==> src/rtl/ram_rd_streamer.sv <==
// Purpose : read-side sequencer for the dual-clock block RAM; turns (addr, len) commands into a valid/ready word stream.
// Latency : command accepted at edge E0 -> first RAM read in cycle E0+1 -> first m_tvalid_o after edge E0+2.
// Backpressure: reads are issued only when a buffer slot is guaranteed; m_tready_i low stalls the stream with stable data.
//
// Ports:
//   clk_i, arstn_i            RAM read clock, asynchronous active-low reset
//   cmd_valid_i/cmd_ready_o   command handshake; cmd_addr_i = first word, cmd_len_i = word count (0..MEM_DEPTH)
//   ram_rd_en_o/ram_rd_addr_o read request to the RAM; ram_rd_data_i returns one cycle after ram_rd_en_o
//   m_tdata_o/m_tvalid_o/m_tready_i/m_tlast_o   output stream, m_tlast_o marks a command's final word
//   busy_o                    reading, read in flight, or buffered words still waiting
//   abort_i                   (only with RAM_RD_STREAMER_ABORT_EN) drops the current command and all pending words
//
// Build option: define RAM_RD_STREAMER_ABORT_EN to add the abort_i input.

module ram_rd_streamer #(
    parameter int MEM_WIDTH  = 16,
    parameter int MEM_DEPTH  = 64,
    parameter int ADDR_WIDTH = $clog2(MEM_DEPTH),
    parameter int LEN_WIDTH  = ADDR_WIDTH + 1,
    parameter int BUF_DEPTH  = 2
) (
    input  logic                  clk_i,
    input  logic                  arstn_i,
    input  logic                  cmd_valid_i,
    output logic                  cmd_ready_o,
    input  logic [ADDR_WIDTH-1:0] cmd_addr_i,
    input  logic [LEN_WIDTH-1:0]  cmd_len_i,
    output logic                  ram_rd_en_o,
    output logic [ADDR_WIDTH-1:0] ram_rd_addr_o,
    input  logic [MEM_WIDTH-1:0]  ram_rd_data_i,
    output logic [MEM_WIDTH-1:0]  m_tdata_o,
    output logic                  m_tvalid_o,
    input  logic                  m_tready_i,
    output logic                  m_tlast_o,
    output logic                  busy_o
`ifdef RAM_RD_STREAMER_ABORT_EN
    ,
    input  logic                  abort_i
`endif
);

    localparam int PTR_W   = (BUF_DEPTH > 1) ? $clog2(BUF_DEPTH) : 1;
    localparam int OCC_W   = $clog2(BUF_DEPTH + 1);
    localparam int SUM_W   = OCC_W + 1;
    localparam int ENTRY_W = MEM_WIDTH + 1;

    localparam logic [ADDR_WIDTH-1:0] LAST_ADDR = ADDR_WIDTH'(MEM_DEPTH - 1);
    localparam logic [PTR_W-1:0]      LAST_PTR  = PTR_W'(BUF_DEPTH - 1);

    typedef enum logic {
        ST_IDLE = 1'b0,
        ST_READ = 1'b1
    } state_t;

    // ------------------------------------------------------------------
    // Abort source: tied off when the option is not built in.
    // ------------------------------------------------------------------
    logic abort;
`ifdef RAM_RD_STREAMER_ABORT_EN
    assign abort = abort_i;
`else
    assign abort = 1'b0;
`endif

    // ------------------------------------------------------------------
    // Declarations
    // ------------------------------------------------------------------
    state_t                state_q, state_d;
    logic                  in_read;

    logic [ADDR_WIDTH-1:0] addr_q, addr_d;
    logic [LEN_WIDTH-1:0]  remaining_q, remaining_d;
    logic                  in_flight_q, in_flight_d;
    logic                  in_flight_last_q, in_flight_last_d;

    logic [ENTRY_W-1:0]    buf_q [BUF_DEPTH];
    logic [ENTRY_W-1:0]    buf_d [BUF_DEPTH];
    logic [PTR_W-1:0]      wr_ptr_q, wr_ptr_d;
    logic [PTR_W-1:0]      rd_ptr_q, rd_ptr_d;
    logic [OCC_W-1:0]      occ_q, occ_d;

    logic                  cmd_fire;
    logic                  cmd_start;
    logic                  rd_last;
    logic                  pop;
    logic                  push;
    logic [SUM_W-1:0]      slots_used;
    logic [ENTRY_W-1:0]    head;

    // ------------------------------------------------------------------
    // FSM: state register
    // ------------------------------------------------------------------
    always_ff @(posedge clk_i or negedge arstn_i) begin
        if (!arstn_i) begin
            state_q <= ST_IDLE;
        end else begin
            state_q <= state_d;
        end
    end

    // ------------------------------------------------------------------
    // FSM: next state
    // ------------------------------------------------------------------
    always_comb begin
        state_d = state_q;
        if (abort) begin
            state_d = ST_IDLE;
        end else begin
            case (state_q)
                ST_IDLE: if (cmd_start)              state_d = ST_READ;
                ST_READ: if (ram_rd_en_o && rd_last) state_d = ST_IDLE;
                default:                             state_d = ST_IDLE;
            endcase
        end
    end

    // ------------------------------------------------------------------
    // FSM: outputs
    // ------------------------------------------------------------------
    always_comb begin
        cmd_ready_o = 1'b0;
        in_read     = 1'b0;
        case (state_q)
            ST_IDLE: cmd_ready_o = 1'b1;
            ST_READ: in_read     = 1'b1;
            default: cmd_ready_o = 1'b0;
        endcase
    end

    // ------------------------------------------------------------------
    // Command handshake and read issue
    // ------------------------------------------------------------------
    assign cmd_fire  = cmd_valid_i && cmd_ready_o;
    // A zero-length command is consumed without leaving IDLE.
    assign cmd_start = cmd_fire && (cmd_len_i != '0);
    assign rd_last   = (remaining_q == LEN_WIDTH'(1));

    assign pop  = m_tvalid_o && m_tready_i;
    // The word of a read issued at an aborting edge is still returned by the
    // RAM one cycle later; in_flight_q is cleared so it is never captured.
    assign push = in_flight_q && !abort;

    // Slots that will be taken after this edge if no new read is issued:
    // buffered words plus the word still coming from the RAM, minus the one
    // leaving now. pop implies occ_q >= 1, so this never underflows.
    // The dependency on m_tready_i makes ram_rd_en_o combinational on it.
    assign slots_used = SUM_W'(occ_q) + SUM_W'(in_flight_q) - SUM_W'(pop);

    always_comb begin
        ram_rd_en_o   = in_read && (slots_used < SUM_W'(BUF_DEPTH));
        ram_rd_addr_o = addr_q;
    end

    always_comb begin
        addr_d           = addr_q;
        remaining_d      = remaining_q;
        in_flight_d      = ram_rd_en_o && !abort;
        in_flight_last_d = ram_rd_en_o && rd_last;
        if (abort) begin
            remaining_d = '0;
        end else if (cmd_start) begin
            addr_d      = cmd_addr_i;
            remaining_d = cmd_len_i;
        end else if (ram_rd_en_o) begin
            // MEM_DEPTH need not be a power of two, so wrap explicitly.
            addr_d      = (addr_q == LAST_ADDR) ? '0 : addr_q + ADDR_WIDTH'(1);
            remaining_d = remaining_q - LEN_WIDTH'(1);
        end
    end

    always_ff @(posedge clk_i or negedge arstn_i) begin
        if (!arstn_i) begin
            addr_q           <= '0;
            remaining_q      <= '0;
            in_flight_q      <= 1'b0;
            in_flight_last_q <= 1'b0;
        end else begin
            addr_q           <= addr_d;
            remaining_q      <= remaining_d;
            in_flight_q      <= in_flight_d;
            in_flight_last_q <= in_flight_last_d;
        end
    end

    // ------------------------------------------------------------------
    // Output buffer: circular FIFO of {last, data}
    // ------------------------------------------------------------------
    always_comb begin
        buf_d    = buf_q;
        wr_ptr_d = wr_ptr_q;
        rd_ptr_d = rd_ptr_q;
        occ_d    = occ_q;
        if (abort) begin
            wr_ptr_d = '0;
            rd_ptr_d = '0;
            occ_d    = '0;
        end else begin
            if (push) begin
                buf_d[wr_ptr_q] = {in_flight_last_q, ram_rd_data_i};
                wr_ptr_d        = (wr_ptr_q == LAST_PTR) ? '0 : wr_ptr_q + PTR_W'(1);
            end
            if (pop) begin
                rd_ptr_d = (rd_ptr_q == LAST_PTR) ? '0 : rd_ptr_q + PTR_W'(1);
            end
            case ({push, pop})
                2'b10:   occ_d = occ_q + OCC_W'(1);
                2'b01:   occ_d = occ_q - OCC_W'(1);
                default: occ_d = occ_q;
            endcase
        end
    end

    always_ff @(posedge clk_i or negedge arstn_i) begin
        if (!arstn_i) begin
            for (int i = 0; i < BUF_DEPTH; i++) begin
                buf_q[i] <= '0;
            end
            wr_ptr_q <= '0;
            rd_ptr_q <= '0;
            occ_q    <= '0;
        end else begin
            buf_q    <= buf_d;
            wr_ptr_q <= wr_ptr_d;
            rd_ptr_q <= rd_ptr_d;
            occ_q    <= occ_d;
        end
    end

    // ------------------------------------------------------------------
    // Stream outputs; data and last read as zero whenever nothing is valid.
    // ------------------------------------------------------------------
    assign head = buf_q[rd_ptr_q];

    always_comb begin
        m_tvalid_o = (occ_q != '0);
        m_tdata_o  = m_tvalid_o ? head[MEM_WIDTH-1:0] : '0;
        m_tlast_o  = m_tvalid_o && head[MEM_WIDTH];
        busy_o     = in_read || in_flight_q || m_tvalid_o;
    end

endmodule

==> config.mk <==
export PLATFORM = sky130hd
export DESIGN_NAME = ram_rd_streamer
export DESIGN_NICKNAME = d
export VERILOG_FILES = /design/src/rtl/ram_rd_streamer.sv
export SDC_FILE = /design/constraint.sdc
export NUM_CORES = 1
export LEC_CHECK = 0
export CORE_UTILIZATION = 43
export DETAILED_ROUTE_END_ITERATION = 6
export PLACE_DENSITY = 0.7
export SLEW_MARGIN = 40
export SYNTH_ARGS = -nofsm -noshare
export SYNTH_HDL_FRONTEND = slang
export SYNTH_SLANG_ARGS = --single-unit
==> constraint.sdc <==
create_clock -name clk_i -period 3 [get_ports clk_i]
set_input_delay 0.45 -clock clk_i [delete_from_list [all_inputs] [get_ports clk_i]]
set_output_delay 0.45 -clock clk_i [all_outputs]
set_load 0.02 [all_outputs]
==> flow_summary.ini <==
[drt]
initialDrtViolationCount = 98
drt-total-wl_mm = 5.18
firstDrtPassIters = 4
num_vias = 1924
vias_per_cell = 5.24
avgRoutedWirePerCell_um = 14.1
drc = 0
ant_nets = 0

[min_path]
hold_class = input pin to async pin

[layout]
area_growth_pct = 31.3
seqCellArea_um2 = 1350
diodes = 0
final_cells = 367
mostFrequentLayoutCells = 57 x clkdlybuf4s50_1, 54 x dfrtp_1, 34 x mux2_2
multi_input_area_um2 = 1210
nFillCells = 507
drive_above_1_share = 0.209
final_util = 0.583
stdcell_area_um2 = 3450
final_common_cell = clkdlybuf4s50_1
fin_nets = 328

[timing]
timing.final.ws_setup_ns = 0.204
hold_viol_final = 0
finClkSkew_ns = 0.0138
max_freq_mhz = 358
fin_setup_tns_ns = 0
drv_slew = 0
min_period_ns = 2.80
worst_slew_pin_slew_ns = 0.776
rsz0062_at_grt = false
slew_headroom = 0.482
fin_crit_sh = 0.932
setup_viol = 0

[flow_run]
max_cap_viol_count = 0

[die]
core_um2 = 5920
die_area_um2 = 6430
die-height_um = 80.2
die_x_um = 80.2
ioPinCount = 60
fp-row-count = 28
start_util = 0.444

[placed_design]
dp.cells = 359
placement.cell_area_um2 = 3360
dp_slack_ns = -0.224
portBuffers = 59
gp_congestion = 0.772
dp_hpwl_mm = 3.77

[critical_path]
crit_required_ns = 2.55
critPathKind = input pin to output pin
reg2regPathDepth = 10
crit_start = m_tready_i
timing.rr.start = occ_q[0]
cp-end-kind = output pin
cp-start-kind = input pin
worst-endpoint-arrival_ns = 2.35
reg2reg_to = ram_rd_addr_o[0]
reg2reg_slack_ns = 0.65
endpoint = ram_rd_en_o
worstPathMaxFanout = 3

[run_status]
status = complete, no violations

[global_route]
grt_util_all_layers = 0.183
grt_overflow_total = 0
grt_max_degree = 37
grt_pass1_vias = 1944
antenna_found_initial = 0
grt_pass1_wl_mm = 8.94

[pwr]
power.density_nw_per_um2 = 1240
p_leak_nw = 1.48
peakVddDrop_mv = 0.867

[yosys]
netlist_instances = 222
synth_edf_count = 0
seq_area_frac_synth = 0.514
synth_top_flop_cell = dfrtp_1
netlist_area_um2 = 2630
synth.distinct_cells = 39
syn_nets = 259
ys_async_sr_fraction = 1.00
yosysWarnings = 0
syn_area_per_cell_um2 = 11.8
synth-seq-cells = 54

[clock_network]
insertion_delay_ns = 0.31
root_buffer = clkbuf_8
cts_sinks = 54
cts_tree = done
numCtsBuffers = 5
clk_pin_slew_ns = 0.11
h-tree-depth = 2
clock_path_buffers = 2
==> routing by layer <==
metal  wire (um)  vias up  global-route usage
li1            -      934                   -
met5           0        -                   0
met3         249        4              0.0409
met1        2450      926               0.237
met4          57        0              0.0536
met2        2420       60               0.306
==> registers in the layout (all words and copies together) (netlist names) <==
register,flops
ram_rd_addr_o,6
state_q,1
remaining_q,7
rd_ptr_q,1
buf_q,34
occ_q,2
in_flight_last_q,1
in_flight_q,1
wr_ptr_q,1
==> logic make-up after synthesis <==
logic type / after synthesis / synth area share
AND/OR/NAND/NOR: 61 / 0.115
flip-flops: 54 / 0.514
multiplexers: 53 / 0.218
AO/OA/AOI/OAI: 25 / 0.0737
buffers and inverters: 17 / 0.0285
XOR/XNOR: 8 / 0.0295
adder cells (fa/ha/maj): 4 / 0.0219
==> area by class of cell <==
cell class                 count  area share
clock buffer                   5      0.0199
clock inverter                 3     0.00725
inverter                       7     0.00761
multi-input combinational    151       0.349
sequential                    54       0.391
tap                           75      0.0272
timing repair buffer          72       0.197
==> metrics by stage <==
| stage | hold slack, ns | total power, mW |
|---|---|---|
| 2_1_floorplan | 0.154 | 2.93 |
| 3_3_place_gp | 0.463 | 3.87 |
| 3_5_place_dp | 0.493 | 3.92 |
| 6_report | 0.0712 | 4.27 |
| 4_1_cts | 0.221 | 4.32 |
| 5_1_grt | 0.0944 | 4.62 |
==> worst min-delay path by stage <==
stage | start | end | cells after the start
finish | arstn_i | buf_q[5] | 1
global route | arstn_i | buf_q[5] | 1
CTS | arstn_i | buf_q[22] | 1
detailed placement | rd_ptr_q | rd_ptr_q | 1
global placement | rd_ptr_q | rd_ptr_q | 1
floorplan | arstn_i | buf_q[0] | 0
==> critical path, cell delays in order <==
cell,delay (ns)
clkdlybuf4s50_1,0.50
nand2b_1,0.08
nor2_1,0.12
o21ai_0,0.12
fa_1,0.42
xor2_2,0.16
or2_1,0.23
inv_1,0.09
clkbuf_2,0.17
==> power by group <==
part	total, mW	switching (mW)	internal, mW	leakage [nW]
sequential	1.33	0.233	1.09	0.642
combinational	2.53	1.24	1.29	0.793
clock	0.414	0.245	0.169	0.0447
total	4.27	1.72	2.55	1.48
==> Yosys cell counts, types with 3 or more instances <==
cell	n	area, um2
xnor2_1	6	52.6
inv_1	7	26.3
nor2b_1	3	18.8
o21ai_0	7	35.0
a21oi_1	3	15.0
mux2_2	34	383
nor3_1	4	20.0
clkbuf_1	6	22.5
buf_2	3	15.0
mux2i_1	19	190
nand3_1	4	20.0
nor2_1	25	93.8
nor4b_1	3	26.3
ha_1	3	37.5
a221o_1	5	50.1
dfrtp_1	54	1350
nand2_1	10	37.5
==> repair_timing <==
item,in CTS,in global routing
endpoints found under the setup margin,1,1
pin swaps,0,0
hold buffers,0,0
gates resized for setup,1,2
setup buffers,0,0
(Power assumes the default switching activity.)
